$ cat config.mk
export PLATFORM = sky130hd
export DESIGN_NAME = alu_arbiter
export DESIGN_NICKNAME = d
export VERILOG_FILES = /design/src/rtl/alu_arb_pkg.sv /design/src/rtl/alu.sv /design/src/rtl/alu_rr_pick.sv /design/src/rtl/alu_arbiter.sv
export SDC_FILE = /design/constraint.sdc
export NUM_CORES = 1
export LEC_CHECK = 0
export CAP_MARGIN = 20
export CELL_PAD_IN_SITES_DETAIL_PLACEMENT = 1
export CELL_PAD_IN_SITES_GLOBAL_PLACEMENT = 1
export CORE_UTILIZATION = 37
export CTS_CLUSTER_DIAMETER = 30
export CTS_CLUSTER_SIZE = 20
export DETAILED_ROUTE_END_ITERATION = 10
export PLACE_DENSITY_LB_ADDON = 0.05
export SYNTH_ARGS = -nofsm -noshare
export SYNTH_HDL_FRONTEND = slang
export SYNTH_HIERARCHICAL = 1
export SYNTH_SLANG_ARGS = --single-unit
$ cat constraint.sdc
create_clock -name clk -period 4.11 [get_ports clk]
set_input_delay 0.6165 -clock clk [delete_from_list [all_inputs] [get_ports clk]]
set_output_delay 0.6165 -clock clk [all_outputs]
set_load 0.005 [all_outputs]
$ cat src/rtl/alu_arb_pkg.sv
// Shared types and default widths for the ALU arbiter slice.
package alu_arb_pkg;

  typedef enum logic [1:0] {
    IDLE,
    EXEC,
    RESP
  } arb_state_t;

  localparam int unsigned DATA_W = 4;
  localparam int unsigned OP_W   = 4;

endpackage

$ cat src/rtl/alu.sv
// Combinational 4-bit ALU shared by all requesters of alu_arbiter.
module alu
  import alu_arb_pkg::*;
(
  input  logic [DATA_W-1:0] input_a,
  input  logic [DATA_W-1:0] input_b,
  input  logic [OP_W-1:0]   alu_op,
  output logic [DATA_W-1:0] result
);

  always_comb begin
    result = '0;
    case (alu_op)
      4'd0:    result = input_a + input_b;
      4'd1:    result = input_a - input_b;
      4'd2:    result = input_a & input_b;
      4'd3:    result = input_a | input_b;
      4'd4:    result = input_a ^ input_b;
      4'd5:    result = ~input_a;
      4'd6:    result = input_a << 1;
      4'd7:    result = input_a >> 1;
      default: result = '0;
    endcase
  end

endmodule

$ cat src/rtl/alu_rr_pick.sv
// Combinational round-robin picker: first set request at or after ptr, wrapping modulo NUM_REQ.
module alu_rr_pick
  import alu_arb_pkg::*;
#(
  parameter int unsigned NUM_REQ = 4,
  parameter int unsigned ID_W    = $clog2(NUM_REQ)
) (
  input  logic [NUM_REQ-1:0] req,
  input  logic [ID_W-1:0]    ptr,
  output logic [NUM_REQ-1:0] gnt,
  output logic [ID_W-1:0]    gnt_idx,
  output logic               any
);

  logic [ID_W-1:0] idx;

  always_comb begin
    gnt     = '0;
    gnt_idx = '0;
    any     = 1'b0;
    idx     = '0;
    for (int unsigned i = 0; i < NUM_REQ; i++) begin
      idx = ID_W'((32'(ptr) + i) % NUM_REQ);
      if (!any && req[idx]) begin
        gnt[idx] = 1'b1;
        gnt_idx  = idx;
        any      = 1'b1;
      end
    end
  end

endmodule

$ cat src/rtl/alu_arbiter.sv
// Round-robin arbiter that sequences NUM_REQ requesters through one shared alu instance
// and returns each result on a single tagged response channel.
module alu_arbiter #(
  parameter int unsigned NUM_REQ = 4,
  parameter int unsigned DATA_W  = alu_arb_pkg::DATA_W,
  parameter int unsigned OP_W    = alu_arb_pkg::OP_W,
  parameter int unsigned ID_W    = $clog2(NUM_REQ)
) (
  input  logic                      clk,
  input  logic                      rst_n,
  input  logic [NUM_REQ-1:0]        req_valid,
  output logic [NUM_REQ-1:0]        req_ready,
  input  logic [NUM_REQ*DATA_W-1:0] req_a,
  input  logic [NUM_REQ*DATA_W-1:0] req_b,
  input  logic [NUM_REQ*OP_W-1:0]   req_op,
  output logic                      rsp_valid,
  input  logic                      rsp_ready,
  output logic [ID_W-1:0]           rsp_id,
  output logic [DATA_W-1:0]         rsp_data,
  output logic [15:0]               op_count
);

  import alu_arb_pkg::*;

  arb_state_t          state_q, state_d;
  logic [ID_W-1:0]     rr_ptr_q, rr_ptr_d;
  logic [ID_W-1:0]     id_q, id_d;
  logic [DATA_W-1:0]   a_q, a_d, b_q, b_d;
  logic [OP_W-1:0]     op_q, op_d;
  logic [DATA_W-1:0]   rsp_data_q, rsp_data_d;
  logic [15:0]         op_count_q, op_count_d;
  logic [NUM_REQ-1:0]  gnt;
  logic [ID_W-1:0]     gnt_idx;
  logic                any_req;
  logic [DATA_W-1:0]   alu_result;

  alu_rr_pick #(
    .NUM_REQ (NUM_REQ),
    .ID_W    (ID_W)
  ) u_pick (
    .req     (req_valid),
    .ptr     (rr_ptr_q),
    .gnt     (gnt),
    .gnt_idx (gnt_idx),
    .any     (any_req)
  );

  alu u_alu (
    .input_a (a_q),
    .input_b (b_q),
    .alu_op  (op_q),
    .result  (alu_result)
  );

  always_comb begin
    state_d    = state_q;
    rr_ptr_d   = rr_ptr_q;
    id_d       = id_q;
    a_d        = a_q;
    b_d        = b_q;
    op_d       = op_q;
    rsp_data_d = rsp_data_q;
    op_count_d = op_count_q;
    unique case (state_q)
      IDLE: begin
        if (any_req) begin
          a_d      = req_a[gnt_idx*DATA_W +: DATA_W];
          b_d      = req_b[gnt_idx*DATA_W +: DATA_W];
          op_d     = req_op[gnt_idx*OP_W +: OP_W];
          id_d     = gnt_idx;
          rr_ptr_d = (gnt_idx == ID_W'(NUM_REQ - 1)) ? '0 : gnt_idx + 1'b1;
          state_d  = EXEC;
        end
      end
      EXEC: begin
        rsp_data_d = alu_result;
        state_d    = RESP;
      end
      RESP: begin
        if (rsp_ready) begin
          op_count_d = op_count_q + 16'd1;
          state_d    = IDLE;
        end
      end
      default: state_d = IDLE;
    endcase
  end

  always_ff @(posedge clk or negedge rst_n) begin
    if (!rst_n) begin
      state_q    <= IDLE;
      rr_ptr_q   <= '0;
      id_q       <= '0;
      a_q        <= '0;
      b_q        <= '0;
      op_q       <= '0;
      rsp_data_q <= '0;
      op_count_q <= '0;
    end else begin
      state_q    <= state_d;
      rr_ptr_q   <= rr_ptr_d;
      id_q       <= id_d;
      a_q        <= a_d;
      b_q        <= b_d;
      op_q       <= op_d;
      rsp_data_q <= rsp_data_d;
      op_count_q <= op_count_d;
    end
  end

  // State resets to IDLE, so the grant must also be masked while reset is held.
  assign req_ready = (rst_n && (state_q == IDLE)) ? gnt : '0;
  assign rsp_valid = (state_q == RESP);
  assign rsp_id    = id_q;
  assign rsp_data  = rsp_data_q;
  assign op_count  = op_count_q;

endmodule
==> summary.txt <==
Global routing
  • Initial antenna violation count: 1
  • Grt ovf: 0
  • Global-route wire length before repair: 11.63 mm
  • Vias in the first global route: 2458
  • Overall Global Routing Usage: 17.24%
  • Largest net degree at the start of global routing: 39

Pwr
  • Pleak: 1.762 nW
  • Share of power burned in the clock network: 13.4%
  • Power per Cell Area: 726.9 mW/mm2
  • Sw Ratio: 41.73%
  • Cell internal pwr: 1.661 mW
  • Net Switching: 1.190 mW
  • Comb power frac: 61.4%
  • VDD IR max: 0.3380 mV
  • Sequential cell fraction of total power: between 20% and 30%

Timing
  • Fmax: 269.4 MHz
  • Final hold vios: 0
  • Setup Skew: ~11 ps
  • Setup violations, final: 0
  • Worst rel slew slack: between 50% and 60%
  • Hold Worst Slack: 433.1 ps
  • Pins Over Slew Limit: 0
  • Post-route clock period utilization: 90.32%
  • Clock period minus worst slack: 3712 ps
  • Slew @ Worst Pin: 600.4 ps
  • RSZ-0062 raised after global routing: false
  • TNS Setup: 0 ps

Clock tree
  • Clk_lat worst skew: 290 ps
  • CTS tree: built
  • # hold bufs at CTS: 0
  • CTS Root Buffer Type: clkbuf_8
  • Clock sink count: 38
  • CTS HTree Levels: 2
  • Cts bufs inserted: 5
  • Clk buf depth: 2
  • Clk slew on worst S/H paths: 80 ps
  • Post-cts sizing count: 0
  • Post-CTS setup buffer count: 0

Floorplanning
  • Core area: 0.007727 mm2
  • Starting density of the core: around two fifths
  • Die Area: between 0.008 and 0.009 mm2
  • Std cell rows: 32
  • # IOs: 82
  • Die width: 91.37 um
  • Die Ht: roughly 91 um

Hold path
  • HP Class: input port to asynchronous set/reset pin

Drt
  • Remaining DRCs: 0
  • Routed wire length: 6.511 mm
  • Drt pass-1 iters: 4
  • Remaining antenna violation count: 0
  • DR WL/cell: approximately 14 um
  • Via count: ~2400
  • Starting DRC count in detailed routing: 48
  • Vias per cell: 5.178

Setup path
  • Setup CP Type: register to output pin
  • CP startpoint kind: register
  • Crit Path Max Fanout: 10
  • Critical path, cell by cell: inv_1 > ha_1 > mux4_2 > nor4b_4 > a22oi_1 > o21ai_0 > and3_1 > clkdlybuf4s50_1
  • Setup crit end kind: output pin
  • Req. time, crit path: around 3500 ps
  • Crit-path slowest cell: dfrtp_1
  • FF-to-FF path depth: 10
  • CP max stage delay: ~540 ps
  • Worst EP arrival: 3100 ps

Synthesis
  • Syn Area/Cell: ~11 um2
  • Post-synthesis sequential area ratio: 32.18%
  • Post-Synthesis Cells: 280
  • Post-Syn Nets: 355
  • Flip-flop and latch count after synthesis: 38
  • Synth warnings: 6
  • Distinct cells, synth: 50
  • Synth Cell Area: 0.002955 mm2

Layout
  • Most frequent cells in the layout: clkdlybuf4s50_1, nand2_1, dfrtp_1
  • Diode count: 0
  • Filler Cells Inserted: 860
  • Synth-to-Final Area Change: 32.68%
  • Layout cells sized above 1: 10.86%
  • Commonest non-fill, non-tap cell in the layout: clkdlybuf4s50_1
  • Final #Nets: 433

Placement
  • I/O Buffers: 81
  • Post-detail-place hpwl: between 5 and 6 mm
  • Placer congestion estimate: 0.7518

Job
  • Max-cap violation count: 0

Run status
  • Outcome: finished clean
Yosys cell counts, drive strengths merged:
master,number,area (um2)
clkbuf,4,45.04
nor3,8,72.57
nor2,11,41.29
o21a,2,15.01
nand4b,1,15.01
a311o,1,10.01
a211oi,2,15.01
ha,19,237.7
nand3,7,35.03
a32oi,1,8.760
nand3b,2,15.01
and2,1,6.260
nor2b,4,25.02
xor2,7,61.31
mux4,17,420.4
mux2,8,90.09
and3,7,43.79
o21ai,7,35.03
a22oi,8,60.06
buf,9,87.57
o22ai,3,18.77
fa,1,20.02
mux2i,4,40.04
nand2,54,205.2
dfrtp,38,950.9
o221ai,2,17.52
nand2b,5,31.28
or3b,1,8.760
o31ai,3,22.52
xnor2,11,96.34
nor4,1,6.260
a32o,1,10.01
o211ai,2,20.02
nor4b,1,23.77
o211a,1,10.01
or2,1,6.260
and4,3,26.28
inv,16,60.06
or2b,1,8.760
a21oi,4,23.77
and2b,1,8.760
path summary, 6_finish.rpt:
| path | start | slack [ps] | endpoint |
|---|---|---|---|
| min in group clk | op_count[15] | 470 | op_count[15] |
| max in group asynchronous | rst_n | 3330 | state_q[1] |
| min reg2reg | op_count[15] | 470 | op_count[15] |
| max | rr_ptr_q[1] | 400 | req_ready[2] |
| max reg2reg | rr_ptr_q[1] | 950 | b_q[0] |
| min | rst_n | 430 | rsp_id[0] |
cell families (layout without fill, tap and decap cells):
kind of cell	Yosys count	after routing	synth area share, %
multiplexers	29	29	18.63
AND/OR/NAND/NOR	109	109	19.60
flip-flops	38	38	32.18
adder cells (fa/ha/maj)	20	20	8.722
buffers and inverters	29	108	6.519
XOR/XNOR	18	18	5.334
AO/OA/AOI/OAI	37	37	9.018
sequential cells by signal, indices dropped and copies added (netlist names):
name      cells
a_q           4
state_q       2
op_count     16
b_q           4
rsp_id        2
rr_ptr_q      2
op_q          4
rsp_data      4
per-layer routing:
metal | GRT usage (%) | up-vias | wire (um)
li1 | - | 1159 | -
met1 | 22.13 | 1156 | 2918
met2 | 29.42 | 64 | 3186
met3 | 4.020 | 6 | 333
met4 | 3.968 | 2 | 59
met5 | 0 | - | 13
power groups by stage:
stage / logic (mW) / clock network, mW / registers [mW]
2_1_floorplan: 1.48 / 0 / 0.640
3_3_place_gp: 1.71 / 0 / 0.723
3_5_place_dp: 1.76 / 0 / 0.728
4_1_cts: 1.79 / 0.394 / 0.721
5_1_grt: 1.99 / 0.410 / 0.752
6_report: 1.75 / 0.381 / 0.719
per-stage QoR:
| step | cell area, um2 | cells | power, mW | setup slack (ps) | utilization (%) |
|---|---|---|---|---|---|
| finish | 3921 | 461 | 2.850 | 397.8 | 50.74 |
| global route | 3921 | 461 | 3.149 | 153.6 | 50.74 |
| CTS | 3921 | 461 | 2.901 | 390.7 | 50.74 |
| detailed placement | 3784 | 453 | 2.493 | 422.7 | 48.96 |
| global placement | 3784 | 453 | 2.438 | 499.6 | 48.96 |
| floorplan | 2955 | 280 | 2.123 | 1219 | - |
critical path: cells and delay by family, from the launching register on:
family / cells / cell delay [ps]
buf+inv: 2 / 640
compound gates: 2 / 220
fa+ha+maj: 1 / 370
simple gates: 2 / 590
mux: 1 / 440
flops: 1 / 540
final cells by class:
class	count	area, um2	area share, %
multi-input combinational	213	1817	46.33
tap	102	127.6	3.255
inverter	16	60.06	1.532
sequential	38	950.9	24.25
timing repair buffer	84	828.3	21.12
clock inverter	3	68.82	1.755
clock buffer	5	68.82	1.755
No activity file was read; power rests on OpenSTA's default activity.
==> edit 1, RTL diff (same flow settings) <==
`a_q`, `b_q`, `op_q` and `rsp_data_q` no longer have a reset.
--- a/src/rtl/alu_arbiter.sv
+++ b/src/rtl/alu_arbiter.sv
@@ -93,6 +93,2 @@
       id_q       <= '0;
-      a_q        <= '0;
-      b_q        <= '0;
-      op_q       <= '0;
-      rsp_data_q <= '0;
       op_count_q <= '0;
@@ -102,8 +98,11 @@
       id_q       <= id_d;
-      a_q        <= a_d;
-      b_q        <= b_d;
-      op_q       <= op_d;
-      rsp_data_q <= rsp_data_d;
       op_count_q <= op_count_d;
     end
+  end
+
+  always_ff @(posedge clk) begin
+    a_q        <= a_d;
+    b_q        <= b_d;
+    op_q       <= op_d;
+    rsp_data_q <= rsp_data_d;
   end
Function: differs if rst_n is asserted again (counterexample within 4 cycles, from zero or initial values and one cycle with rst_n low); with rst_n held inactive, the same outputs for 4 cycles.
==> edit 1 against the original RTL <==
- sequential power grew 16%
- cell area shrank 3.4%
- total power grew 0.21%
- sequential cell count is the same
- synthesized area shrank 5.9%
- die area shrank 5.8%
- wire length shrank 1.1%
- largest cell class unchanged
- worst setup slack lost 0.030 ns
==> edit 1: results (changes against the original RTL) <==
Nets: 387 (-11%)
top post-synthesis cells by count: dfrtp_1, ha_1, inv_1
setup ws final: 0.368 ns (-0.0298 ns)
initial antenna violation count: 0 (-1)
Power Density: 754 nW/µm² (+3.7%)
Int Pwr: 0.00174 W (+4.7%)
first-pass GRT wire length: 10.7 mm (-8.0%)
Worst Hold Class: reg -> reg
vias in the first global route: 2160 (-12%)
Num CTS Buffers: 5 (unchanged)
post-synthesis net count: 308 (-13%)
worst reg2reg setup slack: 0.86 ns (-0.09 ns)
area post-placement: 3660 µm² (-3.3%)
Critical Path AT: 3.13 ns (+0.03 ns)
Avg Cell Area, Syn: 11.9 µm² (+13%)
total global routing track utilization: 0.178 (+0.00552)
max-cap violation count: 0 (unchanged)
Met2 Routed Length: 2.93 mm (-7.9%)
CTS Buffer Depth: 2 (unchanged)
Seq. pwr: 0.000833 W (+16%)
reg-to-reg endpoint: rr_ptr_q[1]
htree depth: 2 (unchanged)
met1 wire length: 3.08 mm (+5.4%)
Max VDD drop: 482 µV (+43%)
Initial DRC Count: 64 (+33%)
top sig layer: met4
met3 WL: 377 µm (+13%)
P_leak: 1.57 nW (-11%)
worst reg2reg path depth: 8 (-2)
Post-synth EDFFs: 16 (+16)
top cells by area, synth: dfrtp_1, edfxtp_1, mux4_2
# port buffers: 81 (unchanged)
DP Worst Slack: 0.388 ns (-0.0350 ns)
Combinational Power Share: 0.577 (-0.037)
Setup crit end: req_ready[1]
Inst Count DP: 404 (-11%)
global routing usage on met3: 0.0494 (+0.00924)
met2 usage: 0.274 (-0.0201)
worst slew pin tran: 0.963 ns (+0.363 ns)
Post-CTS Hold Buffers: 0 (unchanged)
share of layout cells above drive strength 1: 0.131 (+0.0224)
total wire length: 6.44 mm (-1.1%)
max reg flops: 16 (unchanged)
FILL cells: 774 (-10%)
Setup violations, final: 0 (unchanged)
Seq/Total Area, Yosys: 0.371 (+0.0491)
status: completed
Reg clk slew, reported paths: 0.07 ns
largest net degree at the start of global routing: 27 (-31%)
GP Congestion: 0.740 (-1.5%)
unique cell type count in the Yosys netlist: 49 (-2.0%)
dpl hpwl: 5.08 mm (about the same)
via-per-instance ratio: 5.20 (+0.36%)
Post-Route Skew: 0.0108 ns (+0.0000966 ns)
GRT met1 Usage: 0.248 (+0.0269)
vias post-DR: 2141 (-10%)
hold slack: 0.479 ns (+0.0458 ns)
Synth async-reset ratio: 0.579 (-0.421)
==> edit 1: cell types whose count changed after synthesis, moves of 3 or more <==
cell | unedited run | this run
mux4_1 | 10 | 2
edfxtp_1 | 0 | 16
nand2_1 | 53 | 9
clkbuf_8 | 3 | 0
mux4_2 | 7 | 15
dfrtp_1 | 38 | 22
==> edit 1: cells by family (layout without fill, tap and decap cells) <==
logic type	after synthesis	in the layout	synth area share
xor gates and xnor gates	18	18	0.0567
muxes	28	28	0.183
DFF	38	38	0.371
and+or+nand+nor	64	64	0.146
AOI/OAI and AO/OA	37	37	0.0968
adders and majority gates	20	20	0.0927
buffers and inverters	28	108	0.0540
==> edit 1: area by class of cell <==
class                      instances  area (µm²)  share of cell area
clock inverter                     3        63.8              0.0168
inverter                          17        63.8              0.0168
sequential                        38        1030               0.272
clock buffer                       5        68.8              0.0182
tap                               99         124              0.0327
multi-input combinational        167        1610               0.426
timing repair buffer              83         826               0.218
==> edit 2, RTL diff (config.mk and constraints unchanged) <==
Made on the original files. Change the package constant `DATA_W` from 4 to 6.
--- a/src/rtl/alu_arb_pkg.sv
+++ b/src/rtl/alu_arb_pkg.sv
@@ -9,3 +9,3 @@
 
-  localparam int unsigned DATA_W = 4;
+  localparam int unsigned DATA_W = 6;
   localparam int unsigned OP_W   = 4;
Ports: changed (resized req_a, req_b and rsp_data); port bits go from 82 to 100. The function was not compared with the original's and may differ.
==> edit 2 against the original RTL <==
- via count is 20% higher
- worst setup slack worse by 0.077 ns
- synthesized area is 17% higher
- wire length is 32% higher
- cell area is 18% higher
- highest routed layer is now met4
- maximum frequency is 2.0% lower
- largest cell class unchanged
- sequential cell count is 6 higher
- core utilization is 1.5 points higher
- hold slack worse by 0.00082 ns
- total power is 30% higher
==> edit 2: results (changes against the original RTL) <==
status: completed
met1 wire length: 4.12 mm (+41%)
Avg Cell Area, Syn: 9.97 µm² (-5.5%)
Initial DRC Count: 73 (+52%)
post-synthesis net count: 443 (+25%)
unique cell type count in the Yosys netlist: 46 (-8.0%)
max incr delay on CP: 0.55 ns
vias in the first global route: 3088 (+26%)
GP Congestion: 0.770 (+2.5%)
YS warnings: 6 (unchanged)
# port buffers: 99 (+22%)
Seq/Total Area, Yosys: 0.319 (-0.00257)
Synth async-reset ratio: 1.00 (unchanged)
DP Worst Slack: 0.257 ns (-0.165 ns)
CP max stage cell: dfrtp_1
Max VDD drop: 337 µV (-0.28%)
first-pass GRT wire length: 15.1 mm (+30%)
Met2 Routed Length: 3.97 mm (+24%)
Inst Count DP: 540 (+19%)
Post-CTS Setup Inserts: 0 (unchanged)
hold slack: 0.432 ns (-0.000816 ns)
Synth Area in Compound Gates: 0.0878 (-0.00240)
total global routing track utilization: 0.191 (+0.0189)
Post-Layout Cell Count: 549 (+19%)
reg-to-reg endpoint: a_q[1]
vias post-DR: 2870 (+20%)
global routing usage on met3: 0.0404 (+0.000225)
top cells by area, synth: dfrtp_1, mux4_2, ha_1
Worst Hold Class: in -> async
area post-placement: 4520 µm² (+19%)
Post-Route Skew: 0.00540 ns (-0.00527 ns)
worst slew margin relative to its limit: 0.423 (-0.176)
worst reg2reg setup slack: 0.73 ns (-0.22 ns)
largest net degree at the start of global routing: 45 (+15%)
Synth Area in XOR/XNOR: 0.0584 (+0.00505)
total wire length: 8.61 mm (+32%)
GRT met1 Usage: 0.258 (+0.0370)
top post-synthesis cells by count: nand2_1, dfrtp_1, ha_1
mux cell area share after synthesis: 0.205 (+0.0190)
cell family with most CP delay: buffers and inverters
dpl hpwl: 6.91 mm (+36%)
P_leak: 2.05 nW (+16%)
FILL cells: 982 (+14%)
top sig layer: met4
met2 usage: 0.317 (+0.0233)
Critical Path AT: 3.17 ns (+0.07 ns)
Synth Area in Adders: 0.0965 (+0.00927)
met3 WL: 446 µm (+34%)
share of layout cells above drive strength 1: 0.123 (+0.0141)
htree depth: 2 (unchanged)
==> edit 2: cell count changes in the layout (fill, tap and decap cells not counted), moves of 4 or more <==
cell,unedited run,this run
clkdlybuf4s50_1,80,98
nand2_1,53,70
mux4_2,7,22
nor2_1,11,21
inv_1,16,24
mux4_1,10,2
dfrtp_1,38,44
ha_1,19,25
a21oi_1,3,8
nand2b_1,5,9
nand3_1,7,3
==> edit 2: final cells by class <==
type	count	area [µm²]	area share
Sequential cell	44	1100	0.237
Multi-Input combinational cell	259	2160	0.466
Tap cell	108	135	0.0291
Antenna cell	1	2.50	0.000539
Clock buffer	6	82.6	0.0178
Clock inverter	2	38.8	0.00835
Timing Repair Buffer	105	1030	0.222
Inverter	24	90.1	0.0194
==> edit 2: power breakdown <==
| group | internal (W) | switching (W) |
|---|---|---|
| Sequential | 0.000597 | 0.000239 |
| Combinational | 0.00129 | 0.00122 |
| Clock | 0.000199 | 0.000163 |
==> edit 2: how the worst max path moves through the flow <==
stage | startpoint | to | slack, ns | cells past startpoint
after floorplan | rr_ptr_q[0] | a_q[0] | 1.16 | 13
after global placement | req_valid[3] | a_q[2] | 0.34 | 9
after detailed placement | req_valid[0] | a_q[1] | 0.26 | 9
after CTS | rr_ptr_q[1] | req_ready[1] | 0.32 | 8
after global routing | rr_ptr_q[1] | req_ready[2] | 0.12 | 8
final | rr_ptr_q[1] | req_ready[3] | 0.32 | 8
==> edit 2: cells by family (layout without fill, tap and decap cells) <==
logic type      count (synthesis)  count (layout)
simple gates                  125             125
compound gates                 46              46
flops                          44              44
buf+inv                        43             137
mux                            39              39
fa+ha+maj                      26              26
xor+xnor                       23              23
other cells                     0               1
